[src/rtl/perf_tx_pkg.sv]
// perf_tx_pkg: shared states, framing constants and checksum helper for the counter UART.
package perf_tx_pkg;
  typedef enum logic [1:0] {IDLE, START_BIT, DATA, STOP} state_t;
  localparam logic [7:0] HEADER = 8'hA5;
  localparam int FRAME_BYTES = 14;
  function automatic logic [7:0] frame_checksum(input logic [95:0] snap);
    logic [7:0] c;
    c = '0;
    for (int i = 0; i < 12; i++) c ^= snap[8*i +: 8];
    return c;
  endfunction
endpackage

[src/rtl/uart_tx_byte.sv]
// uart_tx_byte: 8N1 serializer with baud timing; accepts the next byte on the last stop-bit cycle.
module uart_tx_byte
  import perf_tx_pkg::*;
#(
  parameter int CLKS_PER_BIT = 434
) (
  input  logic       clk,
  input  logic       rst,
  input  logic       byte_valid,
  input  logic [7:0] byte_data,
  output logic       byte_ready,
  output logic       tx
);
  localparam int CW = $clog2(CLKS_PER_BIT);
  state_t state, state_n;
  logic [CW-1:0] cnt;
  logic [2:0] bit_cnt;
  logic [7:0] sh;
  logic tick, load;
  assign tick = cnt == CW'(CLKS_PER_BIT - 1);
  assign byte_ready = state == IDLE || (state == STOP && tick);
  assign load = byte_valid && byte_ready;
  always_comb begin
    state_n = state;
    case (state)
      IDLE:      state_n = load ? START_BIT : IDLE;
      START_BIT: state_n = tick ? DATA : START_BIT;
      DATA:      state_n = (tick && bit_cnt == 3'd7) ? STOP : DATA;
      STOP:      state_n = load ? START_BIT : (tick ? IDLE : STOP);
      default:   state_n = IDLE;
    endcase
  end
  always_ff @(posedge clk) begin
    if (rst) begin
      state   <= IDLE;
      cnt     <= '0;
      bit_cnt <= '0;
      sh      <= '0;
      tx      <= 1'b1;
    end else begin
      state <= state_n;
      cnt   <= (state == IDLE || tick) ? '0 : cnt + 1'b1;
      if (load) begin
        sh      <= byte_data;
        tx      <= 1'b0;
        bit_cnt <= '0;
      end else if (tick) begin
        if (state == START_BIT) begin
          tx <= sh[0];
          sh <= sh >> 1;
        end else if (state == DATA) begin
          tx      <= (bit_cnt == 3'd7) ? 1'b1 : sh[0];
          sh      <= sh >> 1;
          bit_cnt <= bit_cnt + 3'd1;
        end else if (state == STOP) begin
          tx <= 1'b1;
        end
      end
    end
  end
endmodule

[src/rtl/perf_counter_uart_tx.sv]
// perf_counter_uart_tx: snapshots three perf counters and streams them as a 14-byte framed UART burst.
module perf_counter_uart_tx
  import perf_tx_pkg::*;
#(
  parameter int CLKS_PER_BIT = 434
) (
  input  logic        clk,
  input  logic        rst,
  input  logic        start,
  input  logic [31:0] stall_cnt,
  input  logic [31:0] arith_cnt,
  input  logic [31:0] mem_cnt,
  output logic        tx,
  output logic        busy,
  output logic        done
);
  localparam logic [3:0] LAST_IDX = 4'(FRAME_BYTES - 1);
  logic [95:0] snap, snap_sh;
  logic [3:0] idx, nidx;
  logic [6:0] boff;
  logic [7:0] byte_data;
  logic byte_valid, byte_ready, take;
  // The done cycle still counts as part of the frame, so a start there is dropped.
  assign take = start && !busy && !done;
  assign nidx = idx + 4'd1;
  assign boff = {nidx - 4'd1, 3'b000};
  assign snap_sh = snap >> boff;
  assign byte_valid = busy ? idx != LAST_IDX : take;
  assign byte_data = !busy ? HEADER : (nidx == LAST_IDX ? frame_checksum(snap) : snap_sh[7:0]);
  always_ff @(posedge clk) begin
    if (rst) begin
      busy <= 1'b0;
      done <= 1'b0;
      idx  <= '0;
      snap <= '0;
    end else begin
      done <= 1'b0;
      if (take) begin
        busy <= 1'b1;
        idx  <= '0;
        snap <= {mem_cnt, arith_cnt, stall_cnt};
      end else if (busy && byte_ready) begin
        if (idx == LAST_IDX) begin
          busy <= 1'b0;
          done <= 1'b1;
        end else begin
          idx <= nidx;
        end
      end
    end
  end
  uart_tx_byte #(.CLKS_PER_BIT(CLKS_PER_BIT)) u_byte (
    .clk(clk),
    .rst(rst),
    .byte_valid(byte_valid),
    .byte_data(byte_data),
    .byte_ready(byte_ready),
    .tx(tx)
  );
endmodule

[config.mk]
export PLATFORM = sky130hd
export DESIGN_NAME = perf_counter_uart_tx
export DESIGN_NICKNAME = d
export VERILOG_FILES = /design/src/rtl/perf_tx_pkg.sv /design/src/rtl/uart_tx_byte.sv /design/src/rtl/perf_counter_uart_tx.sv
export SDC_FILE = /design/constraint.sdc
export NUM_CORES = 1
export LEC_CHECK = 0
export ABC_CLOCK_PERIOD_IN_PS = 3750
export CAP_MARGIN = 10
export CELL_PAD_IN_SITES_DETAIL_PLACEMENT = 2
export CELL_PAD_IN_SITES_GLOBAL_PLACEMENT = 2
export CORE_MARGIN = 8
export CORE_UTILIZATION = 32
export DETAILED_ROUTE_END_ITERATION = 12
export PLACE_DENSITY_LB_ADDON = 0.1
export SKIP_CTS_REPAIR_TIMING = 1
export SLEW_MARGIN = 10
export SYNTH_ARGS = -nofsm -noshare
export SYNTH_HDL_FRONTEND = slang
export SYNTH_SLANG_ARGS = --single-unit
export TNS_END_PERCENT = 10
[constraint.sdc]
create_clock -name clk -period 3.75 [get_ports clk]
set_input_delay 0.9375 -clock clk [delete_from_list [all_inputs] [get_ports clk]]
set_output_delay 0.9375 -clock clk [all_outputs]
set_load 0.05 [all_outputs]
Word level (Yosys, flattened, before mapping):

Cells that the tools add are included.

* register bits: 125
* input port bits: 99
* word-level logic and storage cells: 84

* add/sub/neg operators: 4
* equal/unequal tests: 8
* shift-type cells: 1
* multiplexer cells: 23
* bitwise operators: 14
* reduce and logical (&&, ||, !) cells: 25

Operators by type and width (number)
* 96-bit by 7-bit right shift with 8-bit output: 1
* 8-bit bitwise XOR: 11
* 8-bit 2-to-1 mux: 6
* 1-bit 2-to-1 mux: 13
* 9-bit by 1-bit adder with 9-bit output, second input constant: 1
* 9-bit == test, second input constant: 1
* 4-bit == test, second input constant: 2
* 2-bit one-hot mux with 4 select lines: 1
* 2-bit AND reduction: 4
* 1-bit logical AND: 6
* 2-bit 2-to-1 mux: 3
* 2-bit nonzero test: 3
* 2-bit OR reduction: 3
* 4-bit by 1-bit adder with 4-bit output, second input constant: 1
* 2-bit == test, second input constant: 2
* 4-bit != test, second input constant: 1
* 4-bit nonzero test: 1
* 4-bit by 1-bit subtractor with 4-bit output, second input constant: 1
* 3-bit by 1-bit adder with 3-bit output, second input constant: 1
* 3-bit == test, second input constant: 1
* 1-bit inverter: 3
* 3-bit AND reduction: 1
* 3-bit nonzero test: 1
* 3-bit OR reduction: 1
* 4 further kinds: 6

Longest topological paths before layout:

Gate-level depths: netlist of the first run.

* word-level depth: 14
* gate-level depth with buffers: 12

Hierarchy:

From an unflattened synthesis of the first run, not the netlist that was laid out.

* cells, all modules: 755
* area total of the unflattened synthesis: 6492.5 um^2

By module, submodules not included
* perf_counter_uart_tx: instances 1, cells an instance 627, area each 5315.1 um^2, sequential area each 2042.0 um^2
* uart_tx_byte: instances 1, cells an instance 128, area each 1177.4 um^2, sequential area each 460.4 um^2

Worst setup path before layout of the first run:

Ideal clock, no wire load.

* path type: register to register
* from: register idx[0]
* to: register u_byte.sh[5]
* data arrival time: 2.776 ns
* path slack: 0.903 ns
* cell stages (with the launch flop): 11
* cells stage by stage: dfxtp_1 -> buf_6 -> clkinv_1 -> ha_1 -> buf_4 -> nor4_1 -> o31ai_1 -> xor2_1 -> mux2_2 -> a311o_1 -> a21oi_1

* cells in the longest elaborated chain, start to end: 6

Ends and longest elaborated chain
* from (decl): RTL line perf_counter_uart_tx.sv:19 `logic [3:0] idx, nidx;`
* from (signal assigned): RTL line perf_counter_uart_tx.sv:47 `idx <= nidx;`
* 4-bit by 1-bit adder with 4-bit output (*): RTL line perf_counter_uart_tx.sv:25 `assign nidx = idx + 4'd1;`
* net nidx[0]: RTL line perf_counter_uart_tx.sv:19
* 4-bit by 1-bit subtractor with 4-bit output: RTL line perf_counter_uart_tx.sv:26 `assign boff = {nidx - 4'd1, 3'b000};`
* 96-bit by 7-bit right shift with 8-bit output: RTL line perf_counter_uart_tx.sv:27 `assign snap_sh = snap >> boff;`
* 8-bit 2-to-1 mux (*) (2 in a row): RTL line perf_counter_uart_tx.sv:29 `assign byte_data = !busy ? HEADER : (nidx == LAST_IDX ? frame_checksum(snap) : snap_sh[7:0]);`
* 8-bit 2-to-1 mux (*): RTL line uart_tx_byte.sv:43 `if (load) begin`
* to (signal assigned): RTL line uart_tx_byte.sv:44 `sh <= byte_data;`
* to (signal assigned): RTL line uart_tx_byte.sv:50 `sh <= sh >> 1;`
* to (signal assigned): RTL line uart_tx_byte.sv:53 `sh <= sh >> 1;`
* to (decl): RTL line uart_tx_byte.sv:18 `logic [7:0] sh;`

Mark *: on every way through the listed nets, which the timed path passes. The rest lies on a longest branch.
A chain may end at the register's enable or synchronous reset.

Worst setup path in the final report of the first run:

* from: register idx[0]
* to: register u_byte.sh[1]

The elaborated chain is that of the path after synthesis.

==> results.md, run 1 <==
Min path:
- The path with the worst hold slack has its endpoint at snap[53].
- The worst hold path begins at snap[53].
- The path class of the tightest hold or removal check is flip-flop to flip-flop.
- Counting instances, the worst hold path has a depth of 2.

Logic synthesis:
- The proportion of netlist area held by the largest area contributor is 38.9%.
- The number of enable-type register cells in the synthesized netlist is 0.
- The sequential area share after synthesis is 38.9%.
- The number of nets in the synthesized netlist is 866.
- The average instance area after synthesis is roughly 8.5 um2.
- The synthesized area is roughly 6400 um2.
- The number of warnings issued by yosys is 0.
- Among all flip-flop cells after synthesis, the most frequent one is sky130_fd_sc_hd__dfxtp_1.
- Synthesis inferred ~130 register bits.
- Counting flops with an async set or reset pin after synthesis yields a share of 0%.
- The count of different cell masters after synthesis is 52.
- After synthesis, the cell types taking the most area are sky130_fd_sc_hd__dfxtp_1, sky130_fd_sc_hd__nand2_1, sky130_fd_sc_hd__xnor2_1.
- The largest total area in the synthesized netlist belongs to sky130_fd_sc_hd__dfxtp_1.
- Synthesis produced a netlist whose cell count is 755.

Worst setup path:
- The startpoint of the lowest-slack register-to-register path is idx[0].
- The endpoint of the worst-slack reg-to-reg timing path is u_byte.sh[1].
- The reg2reg setup slack is about 0.87 ns.
- Of all nets on the critical path, the largest fanout is 14.
- The worst setup path category is flip-flop to flip-flop.
- The launching element type of the critical path is a flip-flop.
- The worst setup path is captured at a flip-flop.
- Data on the critical path arrives at its endpoint at around 3.2 ns.
- The path depth of the worst reg2reg path is 10.
- STA puts the critical path data required time at about 4.1 ns.

Clocking:
- The later pin in the worst-skew pair is clocked with a latency of about 0.44 ns.
- The level count of the clock H-tree is 4.
- The CTS tree is yes.
- The longest clock path from root to sink contains 2 buffers.
- Clock-pin slew was measured on the worst setup and hold paths at around 0.06 ns.
- The tree is rooted in a sky130_fd_sc_hd__clkbuf_16.
- The clock net in this run drives a total of between 100 and 150 sinks.
- In this run, CTS created clock tree buffers numbering 17.

Global routing:
- The total routing usage reported by global routing is a little under a fifth.
- The first global-routing pass estimated between 30000 and 40000 um of wire.
- Entering global routing, the biggest net connects between 100 and 150 pins.
- The initial antenna violation count is 0.
- The number of global-route vias before repair is ~6300.
- The total grt overflow is 0.

STA:
- The tightest hold path in the finished design has a slack of about 0.49 ns.
- The worst slew slack as a fraction of its limit is a little over half.
- The final-report hold violation count is 0.
- The total setup violations reported at the end of the flow is 0.
- For the pin with the worst max-slew slack, the measured transition is about 0.69 ns.
- The setup TNS is 0 ns.
- Timing would allow up to about 350 MHz.
- The final-report max-slew violation count is 0.
- Across the routed clock network, the largest skew measured is 0.00983 ns.
- After layout, the minimum clock period comes to 2.88 ns.
- After layout, the worst setup slack is 0.874 ns.
- The period utilization is 76.7%.
- Setup repair after global routing left no endpoint under its margin.

Power and ir drop:
- The net switching share of the total power is around 30%.
- The clock group share of total power is 42.7%.
- The net load switching power is between 1 and 1.5 mW.
- Across the VDD grid, the largest voltage drop is between 200 and 250 uV.
- In this run the static leakage power is between 2 and 3 nW.
- The share of total power in sequential cells is roughly two fifths.
- The share of total power in combinational logic is approximately 18%.
- Dividing total power by cell area gives a power density of 466 nW/um2.
- After layout, the design draws a total of around 3.8 mW.
- The internal power of the cells totals about 2.7 mW.

Cells and area:
- In the final layout, the share of cells above drive strength 1 is 9.26%.
- 0 antenna diodes ended up in the layout.
- Relative to the synthesized area, the layout overhead comes to 27.9%.
- Leaving out fill and tap cells, the most frequent cell in the layout is sky130_fd_sc_hd__nand2_1.
- The final standard cell count with taps included and fillers excluded is roughly 1100.
- The net count of the finished layout is 951.
- In the layout the commonest cells are sky130_fd_sc_hd__nand2_1, sky130_fd_sc_hd__dfxtp_1, sky130_fd_sc_hd__a21oi_1.
- Cells fill approximately 40% of the core in the end.
- The finished cells cover a little over 8000 um2.

Routing:
- The detail-routed net length per standard cell is between 15 and 20 um.
- The wire length reported by the detailed router is between 20000 and 25000 um.
- For this run, the detailed router's first-pass iteration total came to 4.
- The residual antenna-violating net count after detailed routing is 0.
- Using the TritonRoute via totals, the vias-per-cell ratio works out to between 5 and 6.
- The post-detailed-route DRC marker count is 0.
- The detailed router finished its first iteration with ~160 violations.
- The routed layout has approximately 5600 vias.

Floorplan:
- The number of rows in the core area is 52.
- The die is 158 um wide.
- The floorplan core area is roughly 20000 um2.
- The effective utilization at floorplan is between 30% and 40%.
- Pin placement for this block handled around 100 I/O pins.
- The die is ~160 um tall.
- The floorplan step defined a die boundary enclosing 24900 um2.

Placed design:
- The congestion estimate from routability-driven global placement came to 0.803.
- The placed instance area is around 7600 um2.
- After legalization and detailed placement, the total HPWL measured 16600 um.
- The number of cells in the design after placement is approximately 1100.
- The worst setup timing slack at the placement stage is between 0.6 and 0.7 ns.
- During placement, the flow inserted port buffers numbering 101.

Job:
- Max-cap violations in this run came to 0.

Status:
- The run finished with clean final reports.
==> kinds of logic after synthesis <==
| kind of cell | synth area share [%] |
|---|---|
| DFF | 38.9 |
| and+or+nand+nor | 18.4 |
| muxes | 9.59 |
| buffers and inverters | 4.63 |
| adders and majority gates | 2.34 |
| xor gates and xnor gates | 13.5 |
| AOI/OAI and AO/OA | 12.7 |
==> registers in the layout, indices dropped and copies added, names as in the netlist <==
name            count
u_byte.sh           8
snap               96
u_byte.bit_cnt      3
idx                 4
u_byte.state        2
u_byte.tx           1
busy                1
done                1
u_byte.cnt          9
==> worst max path at each step <==
stage | start | to | slack, ns
5_1_grt | idx[0] | u_byte.sh[3] | 0.66
3_3_place_gp | start | u_byte.sh[1] | 0.81
2_1_floorplan | idx[0] | u_byte.sh[5] | 0.90
4_1_cts | idx[0] | u_byte.sh[1] | 0.85
6_report | idx[0] | u_byte.sh[1] | 0.87
3_5_place_dp | start | u_byte.sh[3] | 0.69
==> power groups by stage <==
stage | combinational (mW) | clock (mW) | sequential (mW)
after CTS | 0.719 | 1.68 | 1.50
after floorplan | 0.469 | 0 | 1.49
after global placement | 0.687 | 0 | 1.52
after global routing | 0.772 | 1.74 | 1.51
final | 0.703 | 1.64 | 1.50
after detailed placement | 0.709 | 0 | 1.53
==> final cells by class <==
type                    count  area [um2]
inverters                  13        48.8
clock inverters            14         146
flip-flops and latches    125        2500
well taps                 270         338
clock buffers              18         429
fillers                  2243       11800
multi-input cells         570        3650
repair buffers            113        1110
==> cells in the mapped netlist, drive strengths merged, types with 2 or more instances <==
library cell / count
nor2: 27
dfxtp: 125
mux4: 23
buf: 15
mux2i: 8
nand4: 2
a31oi: 3
a31o: 2
inv: 12
xor2: 11
and3: 3
nand2: 222
nor3: 14
ha: 12
clkbuf: 32
and3b: 4
o21bai: 2
nand3: 10
xnor2: 88
a21oi: 107
o21ai: 2
o211ai: 3
a221o: 7
nor4: 2
==> worst max-delay path: stages (launching register included) <==
cell and delay [ns]:
sky130_fd_sc_hd__dfxtp_1 0.34, sky130_fd_sc_hd__clkinv_1 0.23, sky130_fd_sc_hd__ha_1 0.38, sky130_fd_sc_hd__buf_4 0.19, sky130_fd_sc_hd__o211a_1 0.24, sky130_fd_sc_hd__o31ai_1 0.25, sky130_fd_sc_hd__xor2_1 0.23, sky130_fd_sc_hd__buf_4 0.25
sky130_fd_sc_hd__nor2_1 0.08, sky130_fd_sc_hd__a221o_1 0.28, sky130_fd_sc_hd__a221o_1 0.29
==> routing by layer <==
metal  global-route usage, %  vias to the layer above  routed length (um)
met1                    22.6                     2782                9870
met2                    29.9                      112               10500
met4                    8.34                        0                 693
met3                    4.80                       37                 827
li1                        -                     2711                   -
met5                       0                        -                   0
Power figures use the tool's default switching activity.
==> run 2: changes to the inputs <==
--- a/config.mk
+++ b/config.mk
@@ -5,12 +5,12 @@
 export SDC_FILE = /design/constraint.sdc
 export NUM_CORES = 1
 export LEC_CHECK = 0
-export ABC_CLOCK_PERIOD_IN_PS = 3750
+export ABC_CLOCK_PERIOD_IN_PS = 2450
 export CAP_MARGIN = 10
 export CELL_PAD_IN_SITES_DETAIL_PLACEMENT = 2
 export CELL_PAD_IN_SITES_GLOBAL_PLACEMENT = 2
 export CORE_MARGIN = 8
-export CORE_UTILIZATION = 32
+export CORE_UTILIZATION = 29
 export DETAILED_ROUTE_END_ITERATION = 12
 export PLACE_DENSITY_LB_ADDON = 0.1
 export SKIP_CTS_REPAIR_TIMING = 1
==> constraint.sdc (replaced) <==
create_clock -name clk -period 2.45 [get_ports clk]
set_input_delay 0.6125 -clock clk [delete_from_list [all_inputs] [get_ports clk]]
set_output_delay 0.6125 -clock clk [all_outputs]
set_load 0.05 [all_outputs]
==> run 2 against run 1 <==
Compared with the run above:
- fmax is 21% higher
- clock power is 50% higher
- wire length is 3.8% higher
- power is 53% higher
- hold slack worse by 0.0035 ns
- core utilization is 2.3 points lower
- clock-buffer cell count is 4 higher
- sequential share of layout area is 0.86 points lower
- combinational power is 62% higher
- register-to-register slack worse by 0.80 ns
- cell count is 2.6% higher
- setup slack worse by 0.80 ns
==> results.md, run 2 (synthesized netlist as in run 1, its figures left out) <==
Status:
- The run finished with clean final reports.

Worst setup path:
- The data required time at the worst endpoint was 2.76 ns (-1.31 ns).
- The critical path goes through clkinv_4, ha_4, buf_4, buf_4, mux4_2, nand2_1, nand2_1, a221o_1, a221o_1.
- In this run the critical register-to-register path is captured at u_byte.sh[1].
- The launch point of the critical path is idx[0].
- The path depth of the worst reg2reg path is 9 (-1).
- The buffer and inverter count on the worst path is 3 (unchanged).
- The arrival time of data at the critical path endpoint is 2.68 ns (-0.51 ns).
- STA classifies the critical path endpoint as a flip-flop.
- The stage delay of the slowest cell on the critical path was 0.41 ns (+0.03 ns).
- The startpoint of the lowest-slack register-to-register path is idx[0].
- The worst setup path category is flip-flop to flip-flop.
- The maximum fanout along the worst path came to 8 (-6).
- On the critical path, the stage with the largest delay is an instance of sky130_fd_sc_hd__a221o_1.
- The dominant delay contributor by cell family on the critical path is compound AO/OA/AOI/OAI gates.
- The reg2reg setup slack came to 0.08 ns (-0.80 ns).
- The path length in cells of the critical path is 9 (-1).
- The launching element type of the critical path is a flip-flop.

Clocking:
- The maximum root-to-sink buffer count is 2 (unchanged).
- The level count of the clock H-tree was 4 (unchanged).
- The insertion delay of the later-clocked pin in the worst-skew pair was 0.42 ns (-0.02 ns).
- The tree is rooted in a sky130_fd_sc_hd__clkbuf_16.
- The clock-pin slew of the registers on the worst-case setup and hold paths came to 0.06 ns (about the same).
- The CTS tree is yes.
- The number of buffers added by the clock tree synthesis step is 17 (unchanged).
- The number of sinks handled by clock tree synthesis is 125 (unchanged).

Floorplan:
- The die height is 165 um (+4.5%).
- The total I/O pin count is 102 (unchanged).
- The floorplan core area is 21800 um2 (+9.3%).
- The number of rows in the core area is 54 (+3.8%).
- The x dimension of the die was 165 um (+4.5%).
- The effective utilization at floorplan is 29.5% (-2.7 points).
- The area enclosed by the die boundary came to 27200 um2 (+9.3%).

STA:
- The worst slew slack as a fraction of its limit came to 64.8% (+11 points).
- The actual transition at the worst max-transition pin is 0.524 ns (-0.165 ns).
- The worst clock skew on the final layout is 0.00943 ns (-0.000397 ns).
- The final-report max-slew violation count is 0 (unchanged).
- Setup repair after global routing could not meet its margin everywhere.
- The final worst-path setup slack was 0.0775 ns (-0.797 ns).
- The worst hold slack is 0.482 ns (-0.00354 ns).
- The timing-limited maximum frequency is 422 MHz (+21%).
- The period utilization is 96.8% (+20 points).
- The post-layout minimum cycle time came to 2.37 ns (-0.503 ns).
- The final-report hold violation count was 0 (unchanged).
- The total setup violations reported at the end of the flow is 0 (unchanged).

Cells and area:
- The antenna cell count is 0 (unchanged).
- The number of flip-flops in the largest register is 96 (unchanged).
- The net count of the finished layout is 970 (+2.0%).
- The fraction of the core area covered by cells at the end of the flow is 38.9% (-2.3 points).
- The design area is 8480 um2 (+3.1%).
- The top register by number of flip-flops is snap.
- The area added between synthesis and finish is 31.9%.
- The share of layout cells above drive strength 1 came to 11.9% (+2.7 points).
- The library cell used most frequently in the layout, excluding fill and tap cells, is sky130_fd_sc_hd__nand2_1.
- In the final layout, the registers with the most flip-flops are snap (96), u_byte.cnt (9), u_byte.sh (8).
- In the layout the commonest cells are sky130_fd_sc_hd__nand2_1, sky130_fd_sc_hd__dfxtp_1, sky130_fd_sc_hd__a21oi_1.

Power and ir drop:
- The net switching share of the total power came to 28.4% (-1.3 points).
- The worst IR drop on VDD is 316 uV (+45%).
- The total power is 5.88 mW (+53%).
- The leakage power of the design is 3.02 nW (+3.6%).
- The net load switching power is 1.67 mW (+47%).
- The internal portion of total power is 4.21 mW (+56%).
- The share of total power in sequential cells was 38.9% (about the same).
- The total power density per cell area is 694 nW/um2 (+49%).
- The share of total power in combinational logic is 19.3% (+1.0 points).
- The clock group share of total power is 41.7% (-1.0 points).

Routing:
- The number of vias per cell after detailed routing came to 4.94 (-1.7%).
- The residual antenna-violating net count after detailed routing came to 0 (unchanged).
- The detail-routed net length per standard cell is 19.7 um (+1.2%).
- The number of violations reported at the end of detailed-routing iteration 0 came to 171 (+5.6%).
- The detailed-route via count is 5690 (+0.85%).
- The number of iterations in the first detailed-routing pass is 4 (unchanged).
- The post-detailed-route DRC marker count came to 0 (unchanged).
- The wire length reported by the detailed router came to 22700 um (+3.8%).

Global routing:
- The initial antenna violation count is 0 (unchanged).
- The global-route wire length before repair is 35600 um (+2.8%).
- The total grt overflow is 0 (unchanged).
- The total routing usage reported by global routing is 17.2% (-1.3 points).
- The pin count of the biggest net entering global routing is 74 (-27%).
- The number of global-route vias before repair is 6395 (+1.4%).

Job:
- The number of maximum-capacitance constraint violations is 0 (unchanged).

Min path:
- The hold-critical path depth is 2 (unchanged).
- The path class of the tightest hold or removal check is flip-flop to flip-flop.
- The path with the worst hold slack has its endpoint at u_byte.sh[0].
- The source of the worst hold timing path is u_byte.sh[0].

Placed design:
- The sum of net half-perimeters after detailed placement is 17400 um (+4.8%).
- The final RePlAce weighted congestion was 0.793 (-1.3%).
- The worst setup timing slack at the placement stage is -0.0738 ns (-0.767 ns).
- The placed instance area was 7870 um2 (+2.9%).
- The number of buffers inserted by port buffering is 101 (unchanged).
## run 2: cell count changes in the layout (fill, tap and decap cells not counted), moves of 2 or more
cell	change
sky130_fd_sc_hd__dfxtp_1	-2
sky130_fd_sc_hd__inv_8	-2
sky130_fd_sc_hd__clkbuf_1	+2
sky130_fd_sc_hd__clkinvlp_4	+2
sky130_fd_sc_hd__buf_12	+3
sky130_fd_sc_hd__clkinv_2	+4
sky130_fd_sc_hd__buf_4	+15
sky130_fd_sc_hd__inv_6	-8
## run 2: tightest hold or removal path, delay by kind of cell, from the launching register on
family / cells / cell delay (ns)
DFF: 1 / 0.31
AOI/OAI and AO/OA: 1 / 0.05
and+or+nand+nor: 1 / 0.07
## run 2: power groups by stage
stage / sequential, mW / clock (mW) / combinational, mW
floorplan: 2.28 / 0 / 0.726
global placement: 2.33 / 0 / 1.11
detailed placement: 2.33 / 0 / 1.14
CTS: 2.29 / 2.49 / 1.15
global route: 2.30 / 2.59 / 1.24
finish: 2.29 / 2.46 / 1.14
## run 2: final cells by class
type | count | area [um2]
inverters | 13 | 53.8
well taps | 280 | 350
clock inverters | 10 | 88.8
fillers | 2440 | 13300
clock buffers | 22 | 475
flip-flops and latches | 125 | 2510
multi-input cells | 570 | 3710
repair buffers | 132 | 1290
## run 2: layer usage
| metal | GRT usage [%] | share of wire (%) | vias to the layer above |
|---|---|---|---|
| li1 | - | - | 2736 |
| met1 | 21.3 | 46 | 2868 |
| met2 | 30.4 | 51 | 71 |
| met3 | 2.84 | 2.0 | 15 |
| met4 | 4.46 | 1.2 | 0 |
| met5 | 0 | 0 | - |
## run 2: per-stage QoR
step | setup TNS, ns | cells
after global placement | -0.00683 | 1118
after detailed placement | -0.234 | 1118
after floorplan | -0.0346 | 755
after global routing | -0.0301 | 1152
after CTS | -0.00703 | 1150
final | 0 | 1152
## run 2: worst max-delay path by stage
stage	end
after detailed placement	u_byte.sh[6]
after CTS	u_byte.sh[4]
after global routing	u_byte.sh[5]
after global placement	u_byte.sh[6]
final	u_byte.sh[1]
after floorplan	u_byte.sh[5]
